===== config.mk =====
export PLATFORM = sky130hd
export DESIGN_NAME = layer_seq_ctrl_flat
export DESIGN_NICKNAME = d
export VERILOG_FILES = /design/src/rtl/layer_seq_if.sv /design/src/rtl/layer_seq_ctrl.sv /design/src/flat_wrapper.sv
export SDC_FILE = /design/constraint.sdc
export NUM_CORES = 1
export LEC_CHECK = 0
export ABC_AREA = 1
export BUFFER_PORTS_ARGS = -buffer_cell sky130_fd_sc_hd__buf_2
export CORE_MARGIN = 2
export CORE_UTILIZATION = 40
export DETAILED_ROUTE_END_ITERATION = 6
export PLACE_DENSITY_LB_ADDON = 0.25
export SYNTH_ARGS = -nofsm -noshare
export SYNTH_HDL_FRONTEND = slang
export SYNTH_SLANG_ARGS = --single-unit

===== constraint.sdc =====
create_clock -name clk -period 2.2 [get_ports clk]
set_input_delay 0.22 -clock clk [delete_from_list [all_inputs] [get_ports clk]]
set_output_delay 0.22 -clock clk [all_outputs]
set_load 0.01 [all_outputs]

===== src/rtl/layer_seq_if.sv =====
`default_nettype none
// ============================================================================
//  Module   : layer_seq_if
//  Purpose  : Bundles the control-slave handshake and the three sub-block
//             start/done handshakes of the layer sequencer.
//  Modports : master - the sequencer (consumes ap_start/layer_num/num_tiles
//                      and the done inputs; drives ap_*, start pulses,
//                      cur_layer, tile_idx, err)
//             slave  - the surrounding system (control slave + DMAs + conv)
//  Revision : 1.0  initial release
// ============================================================================
interface layer_seq_if #(
  parameter int TILE_W = 8
);
  // control slave side
  logic              ap_start;
  logic [7:0]        layer_num;
  logic [TILE_W-1:0] num_tiles;
  logic              ap_ready;
  logic              ap_done;
  logic              ap_idle;
  // sub-block handshakes
  logic              dma_rd_start;
  logic              dma_rd_done;
  logic              conv_start;
  logic              conv_done;
  logic              dma_wr_start;
  logic              dma_wr_done;
  // status
  logic [7:0]        cur_layer;
  logic [TILE_W-1:0] tile_idx;
  logic              err;

  modport master (
    input  ap_start, layer_num, num_tiles,
    input  dma_rd_done, conv_done, dma_wr_done,
    output ap_ready, ap_done, ap_idle,
    output dma_rd_start, conv_start, dma_wr_start,
    output cur_layer, tile_idx, err
  );

  modport slave (
    output ap_start, layer_num, num_tiles,
    output dma_rd_done, conv_done, dma_wr_done,
    input  ap_ready, ap_done, ap_idle,
    input  dma_rd_start, conv_start, dma_wr_start,
    input  cur_layer, tile_idx, err
  );
endinterface
`default_nettype wire


===== src/rtl/layer_seq_ctrl.sv =====
`default_nettype none
// ============================================================================
//  Module   : layer_seq_ctrl
//  Purpose  : Runs one layer as a LOAD -> COMPUTE -> STORE loop over
//             num_tiles tiles, handshaking with read-DMA, conv engine and
//             write-DMA. Reports ap_ready/ap_done/ap_idle to the control
//             slave and guards each phase with a watchdog (sticky err).
//  Ports    : clk     - clock
//             reset   - synchronous, active-high
//             clk_en  - global enable; nothing advances while low
//             bus     - layer_seq_if.master (slave handshake, sub-block
//                       start/done pairs, cur_layer, tile_idx, err)
//  Revision : 1.0  initial release
// ============================================================================
module layer_seq_ctrl #(
  parameter int TILE_W  = 8,
  parameter int TIMEOUT = 65535,
  parameter int TO_W    = 16
) (
  input  wire logic   clk,
  input  wire logic   reset,
  input  wire logic   clk_en,
  layer_seq_if.master bus
);

  typedef enum logic [2:0] {
    S_IDLE  = 3'd0,
    S_LOAD  = 3'd1,
    S_COMP  = 3'd2,
    S_STORE = 3'd3,
    S_DONE  = 3'd4
  } state_t;

  localparam bit              c_wd_en   = (TIMEOUT != 0);
  localparam logic [TO_W-1:0] c_wd_last = TO_W'(TIMEOUT - 1);

  state_t            r_state;
  state_t            w_next;
  logic              r_first;
  logic [TO_W-1:0]   r_wd;
  logic [TILE_W-1:0] r_tile_idx;
  logic [TILE_W-1:0] r_last_tile;
  logic [7:0]        r_cur_layer;
  logic              r_err;

  logic w_busy;
  logic w_done_in;
  logic w_expire;
  logic w_accept;
  logic w_tile_adv;
  logic w_set_err;
  logic w_entry;

  // Only the done input of the phase we are waiting in counts, and never in
  // the entry cycle (the start pulse is being issued in that cycle).
  always_comb begin
    w_done_in = 1'b0;
    if (!r_first) begin
      case (r_state)
        S_LOAD:  w_done_in = bus.dma_rd_done;
        S_COMP:  w_done_in = bus.conv_done;
        S_STORE: w_done_in = bus.dma_wr_done;
        default: w_done_in = 1'b0;
      endcase
    end
  end

  assign w_busy   = (r_state == S_LOAD) || (r_state == S_COMP) || (r_state == S_STORE);
  assign w_expire = c_wd_en && w_busy && (r_wd == c_wd_last);

  // Next-state logic. An awaited done is tested before expiry so that a done
  // landing in the expiry cycle wins and no error is flagged.
  always_comb begin
    w_next     = r_state;
    w_accept   = 1'b0;
    w_tile_adv = 1'b0;
    w_set_err  = 1'b0;
    case (r_state)
      S_IDLE: begin
        if (bus.ap_start) begin
          w_accept = 1'b1;
          w_next   = S_LOAD;
        end
      end
      S_LOAD: begin
        if (w_done_in) begin
          w_next = S_COMP;
        end else if (w_expire) begin
          w_next    = S_DONE;
          w_set_err = 1'b1;
        end
      end
      S_COMP: begin
        if (w_done_in) begin
          w_next = S_STORE;
        end else if (w_expire) begin
          w_next    = S_DONE;
          w_set_err = 1'b1;
        end
      end
      S_STORE: begin
        if (w_done_in) begin
          if (r_tile_idx == r_last_tile) begin
            w_next = S_DONE;
          end else begin
            w_next     = S_LOAD;
            w_tile_adv = 1'b1;
          end
        end else if (w_expire) begin
          w_next    = S_DONE;
          w_set_err = 1'b1;
        end
      end
      S_DONE: begin
        w_next = S_IDLE;
      end
      default: begin
        w_next = S_IDLE;
      end
    endcase
  end

  assign w_entry = (w_next != r_state);

  always_ff @(posedge clk) begin
    if (reset) begin
      r_state     <= S_IDLE;
      r_first     <= 1'b0;
      r_wd        <= '0;
      r_tile_idx  <= '0;
      r_last_tile <= '0;
      r_cur_layer <= '0;
      r_err       <= 1'b0;
    end else if (clk_en) begin
      r_state <= w_next;
      r_first <= w_entry;

      // Watchdog restarts on every state entry, counts only in busy phases.
      if (w_entry) begin
        r_wd <= '0;
      end else if (w_busy) begin
        r_wd <= r_wd + TO_W'(1);
      end

      if (w_accept) begin
        r_cur_layer <= bus.layer_num;
        // A tile count of zero runs a single tile.
        r_last_tile <= (bus.num_tiles == '0) ? '0 : (bus.num_tiles - TILE_W'(1));
        r_tile_idx  <= '0;
        r_err       <= 1'b0;
      end else begin
        if (w_tile_adv) begin
          r_tile_idx <= r_tile_idx + TILE_W'(1);
        end
        if (w_set_err) begin
          r_err <= 1'b1;
        end
      end
    end
  end

  // All outputs decode registered state, so they hold while clk_en is low.
  assign bus.ap_idle      = (r_state == S_IDLE);
  assign bus.ap_done      = (r_state == S_DONE);
  assign bus.ap_ready     = r_first && (r_state == S_LOAD) && (r_tile_idx == '0);
  assign bus.dma_rd_start = r_first && (r_state == S_LOAD);
  assign bus.conv_start   = r_first && (r_state == S_COMP);
  assign bus.dma_wr_start = r_first && (r_state == S_STORE);
  assign bus.cur_layer    = r_cur_layer;
  assign bus.tile_idx     = r_tile_idx;
  assign bus.err          = r_err;

endmodule
`default_nettype wire


===== src/flat_wrapper.sv =====
// flat-port wrapper written by rule: the top's interface ports become plain ports
module layer_seq_ctrl_flat 
#(
  parameter int TILE_W  = 8,
  parameter int TIMEOUT = 65535,
  parameter int TO_W    = 16
)
  (clk, reset, clk_en, bus_ap_start, bus_layer_num, bus_num_tiles, bus_dma_rd_done, bus_conv_done, bus_dma_wr_done, bus_ap_ready, bus_ap_done, bus_ap_idle, bus_dma_rd_start, bus_conv_start, bus_dma_wr_start, bus_cur_layer, bus_tile_idx, bus_err);
  layer_seq_if #(.TILE_W(TILE_W)) bus_i ();
  input  wire logic clk;
  input  wire logic reset;
  input  wire logic clk_en;
  input wire logic [$bits(bus_i.ap_start)-1:0] bus_ap_start;
  input wire logic [$bits(bus_i.layer_num)-1:0] bus_layer_num;
  input wire logic [$bits(bus_i.num_tiles)-1:0] bus_num_tiles;
  input wire logic [$bits(bus_i.dma_rd_done)-1:0] bus_dma_rd_done;
  input wire logic [$bits(bus_i.conv_done)-1:0] bus_conv_done;
  input wire logic [$bits(bus_i.dma_wr_done)-1:0] bus_dma_wr_done;
  output wire logic [$bits(bus_i.ap_ready)-1:0] bus_ap_ready;
  output wire logic [$bits(bus_i.ap_done)-1:0] bus_ap_done;
  output wire logic [$bits(bus_i.ap_idle)-1:0] bus_ap_idle;
  output wire logic [$bits(bus_i.dma_rd_start)-1:0] bus_dma_rd_start;
  output wire logic [$bits(bus_i.conv_start)-1:0] bus_conv_start;
  output wire logic [$bits(bus_i.dma_wr_start)-1:0] bus_dma_wr_start;
  output wire logic [$bits(bus_i.cur_layer)-1:0] bus_cur_layer;
  output wire logic [$bits(bus_i.tile_idx)-1:0] bus_tile_idx;
  output wire logic [$bits(bus_i.err)-1:0] bus_err;
  assign bus_i.ap_start = bus_ap_start;
  assign bus_i.layer_num = bus_layer_num;
  assign bus_i.num_tiles = bus_num_tiles;
  assign bus_i.dma_rd_done = bus_dma_rd_done;
  assign bus_i.conv_done = bus_conv_done;
  assign bus_i.dma_wr_done = bus_dma_wr_done;
  assign bus_ap_ready = bus_i.ap_ready;
  assign bus_ap_done = bus_i.ap_done;
  assign bus_ap_idle = bus_i.ap_idle;
  assign bus_dma_rd_start = bus_i.dma_rd_start;
  assign bus_conv_start = bus_i.conv_start;
  assign bus_dma_wr_start = bus_i.dma_wr_start;
  assign bus_cur_layer = bus_i.cur_layer;
  assign bus_tile_idx = bus_i.tile_idx;
  assign bus_err = bus_i.err;
  layer_seq_ctrl #(.TILE_W(TILE_W), .TIMEOUT(TIMEOUT), .TO_W(TO_W)) u_core (.clk(clk), .reset(reset), .clk_en(clk_en), .bus(bus_i));
endmodule

==> results.yml <==
sta:
  setup_violations: 0
  tightest_slew_ns: 0.3602
  rsz0062_at_grt: "no"
  tns_ns: 0
  slew_headroom: 0.7573
  finalCriticalPeriod_ns: 1.965
  timing.hold.ws_ns: 0.1444
  clock_skew_ns: 0.005852
  maxClockFrequency_mhz: 508.8
  slew_violations: 0
  post-route-period-util: 0.8934
  hold_viol_final: 0
drt:
  num_vias: 2599
  vias_per_cell: 4.988
  antenna_left: 0
  drc_errors: 0
  drt-pass1-iter-count: 4
  wl_per_cell_um: 12.19
  first_iter_violations: 161
  drt-total-wl_mm: 6.351
power:
  sequentialPowerShare: 0.502
  power_switching_w: 0.0005089
  p_sw_frac: 0.2891
  p_leak_nw: 1.410
  p_int_w: 0.001251
  ir_drop_mv: 0.3083
  power_density_nw_per_um2: 574.0
  p_clk_frac: 0.317
  combPwrFrac: 0.181
grt:
  antenna_found_initial: 0
  gr-total-overflow: 0
  grt_pass1_vias: 2380
  track_usage: 0.1823
  grt_max_degree: 18
  grt_pass1_wl_mm: 10.74
yosys:
  ys_seq_elements: 45
  ys_seq_area_frac: 0.3480
  synth_area_sq_um: 2589
  syn_nets: 416
  syn_avg_cell_area_sq_um: 6.672
  ys_types: 32
  synthCells: 388
  synth_top_area_frac: 0.3480
  yosysWarnings: 0
  synth.largest_area_cell: "dfxtp_1"
  yosys-top-cells-area: "dfxtp_1, nand2_1, nor2_1, nand3_1, inv_1"
floorplanning:
  chipHeight_um: 84.45
  num_rows: 29
  initial_core_util: 0.4100
  dieArea_sq_um: 7131
  die_x_um: 84.45
  coreArea_sq_um: 6314
  io_pins: 46
clock_network:
  root_buffer: "clkbuf_8"
  clockBufferDepth: 2
  cts_hold_buf: 0
  numClockSinks: 45
  clock_latency_ns: 0.29
  htree_levels: 2
  numCtsBuffers: 5
  clkTransAtPathRegs_ns: 0.08
  cts_tree: "yes"
cells_and_area:
  mostFrequentLayoutCells: "nand2_1, nor2_1, buf_2"
  nets: 471
  layout-drive-gt1-share: 0.1982
  syn_to_final_growth_pct: 18.46
  antenna_cells: 0
  final_common_cell: "nand2_1"
  fillers: 687
place:
  hpwl_mm: 4.789
  place.gp.congestion: 0.8604
  io_buffers: 45
hold_path:
  hp-class: "input pin to register"
outcome:
  status: "finished, final reports clean"
critical_path:
  cp_data_arrival_time_ns: 2.19
  cp-start-kind: "register"
  critical_path_class: "register to register"
  worst_setup_path_end_kind: "register"
  worstPathMaxFanout: 8
  worst_ep_required_time_ns: 2.42
run:
  maxCapViolations: 0
## synthesized netlist by cell type
cell type,instances
a211oi_1,2
a21oi_1,21
a31oi_1,1
a41oi_1,1
buf_4,1
buf_6,2
clkbuf_1,5
dfxtp_1,45
ha_1,5
inv_1,41
inv_2,6
nand2_1,82
nand2_2,4
nand2_4,2
nand3_1,32
nand3b_1,1
nand4_1,8
nand4_4,1
nor2_1,63
nor2_2,4
nor2_4,1
nor3_1,9
nor3b_2,1
nor4_1,2
o211ai_1,2
o21ai_0,19
o21ai_1,1
o22ai_1,4
or2_2,1
or3_1,1
xnor2_1,8
xor2_1,12
## power groups by stage
stage / Combinational (W) / Clock [W] / Sequential, W
5_1_grt: 0.000365 / 0.000615 / 0.000890
3_5_place_dp: 0.000313 / 0 / 0.000903
4_1_cts: 0.000314 / 0.000580 / 0.000884
6_report: 0.000318 / 0.000558 / 0.000884
2_1_floorplan: 0.000221 / 0 / 0.000898
3_3_place_gp: 0.000310 / 0 / 0.000902
## cell families after synthesis
family	count (synthesis)	share of synthesized area
simple gates	212	0.3668
buf+inv	55	0.08700
compound gates	51	0.1063
flops	45	0.3480
xor+xnor	20	0.06767
fa+ha+maj	5	0.02417
## through the flow
stage / std cells / area (sq um) / util / worst slack, ns / power [W]
finish: 521 / 3067 / 0.4857 / 0.2345 / 0.001760
CTS: 521 / 3045 / 0.4824 / 0.1711 / 0.001779
global placement: 513 / 2944 / 0.4663 / 0.2198 / 0.001211
floorplan: 388 / 2589 / - / 0.3534 / 0.001119
detailed placement: 513 / 2944 / 0.4663 / 0.1923 / 0.001216
global route: 521 / 3067 / 0.4857 / 0.01732 / 0.001870
## flip-flops by register name (all words and copies together), names as in the netlist
name	count
u_core.r_wd	16
u_core.r_last_tile	8
u_core.bus.err	1
u_core.bus.cur_layer	8
u_core.r_first	1
u_core.bus.tile_idx	8
u_core.r_state	3
## metal layers
layer / global-route usage / routed length, um / vias up
met3: 0.03933 / 325 / 2
met4: 0.04618 / 34 / 0
met2: 0.2828 / 2765 / 70
met5: 0 / 0 / -
li1: - / - / 1360
met1: 0.2588 / 3225 / 1167
## worst paths after layout
| path | start | endpoint | slack [ns] | cells past startpoint |
|---|---|---|---|---|
| setup reg to reg | u_core.r_wd[0]$_SDFFE_PP0P_ | u_core.r_wd[1]$_SDFFE_PP0P_ | 0.23 | 13 |
| hold / removal | bus_layer_num[5] | u_core.bus.cur_layer[5]$_SDFFE_PP0P_ | 0.14 | 3 |
| hold reg to reg | u_core.r_last_tile[2]$_SDFFE_PP0P_ | u_core.r_last_tile[2]$_SDFFE_PP0P_ | 0.48 | 2 |
| setup / recovery | u_core.r_wd[0]$_SDFFE_PP0P_ | u_core.r_wd[1]$_SDFFE_PP0P_ | 0.23 | 13 |
## final cells by class
type                       count  area [sq um]  share of cell area
clock inverter                 1         5.005            0.001632
multi-input combinational    288          1481              0.4831
sequential                    45         903.4              0.2946
inverter                      47         176.4             0.05753
timing repair buffer          56         307.8              0.1004
clock buffer                   7         96.34             0.03142
tap                           77         96.34             0.03142
## critical path, stage by stage (launching register included)
cell,delay [ns]
dfxtp_1,0.38
inv_1,0.08
ha_1,0.19
inv_1,0.07
nor2_1,0.05
nand2_1,0.06
o21ai_1,0.07
nand2_1,0.10
nand3_1,0.13
nand2_4,0.12
nand4_4,0.17
nor2_4,0.25
nand2_1,0.08
a21oi_1,0.16
## repair_timing
action / CTS / global route
endpoints found under the setup margin: 0 / 12
resized for setup: 0 / 5
setup buffers: 0 / 0
Power figures use the tool's default switching activity.
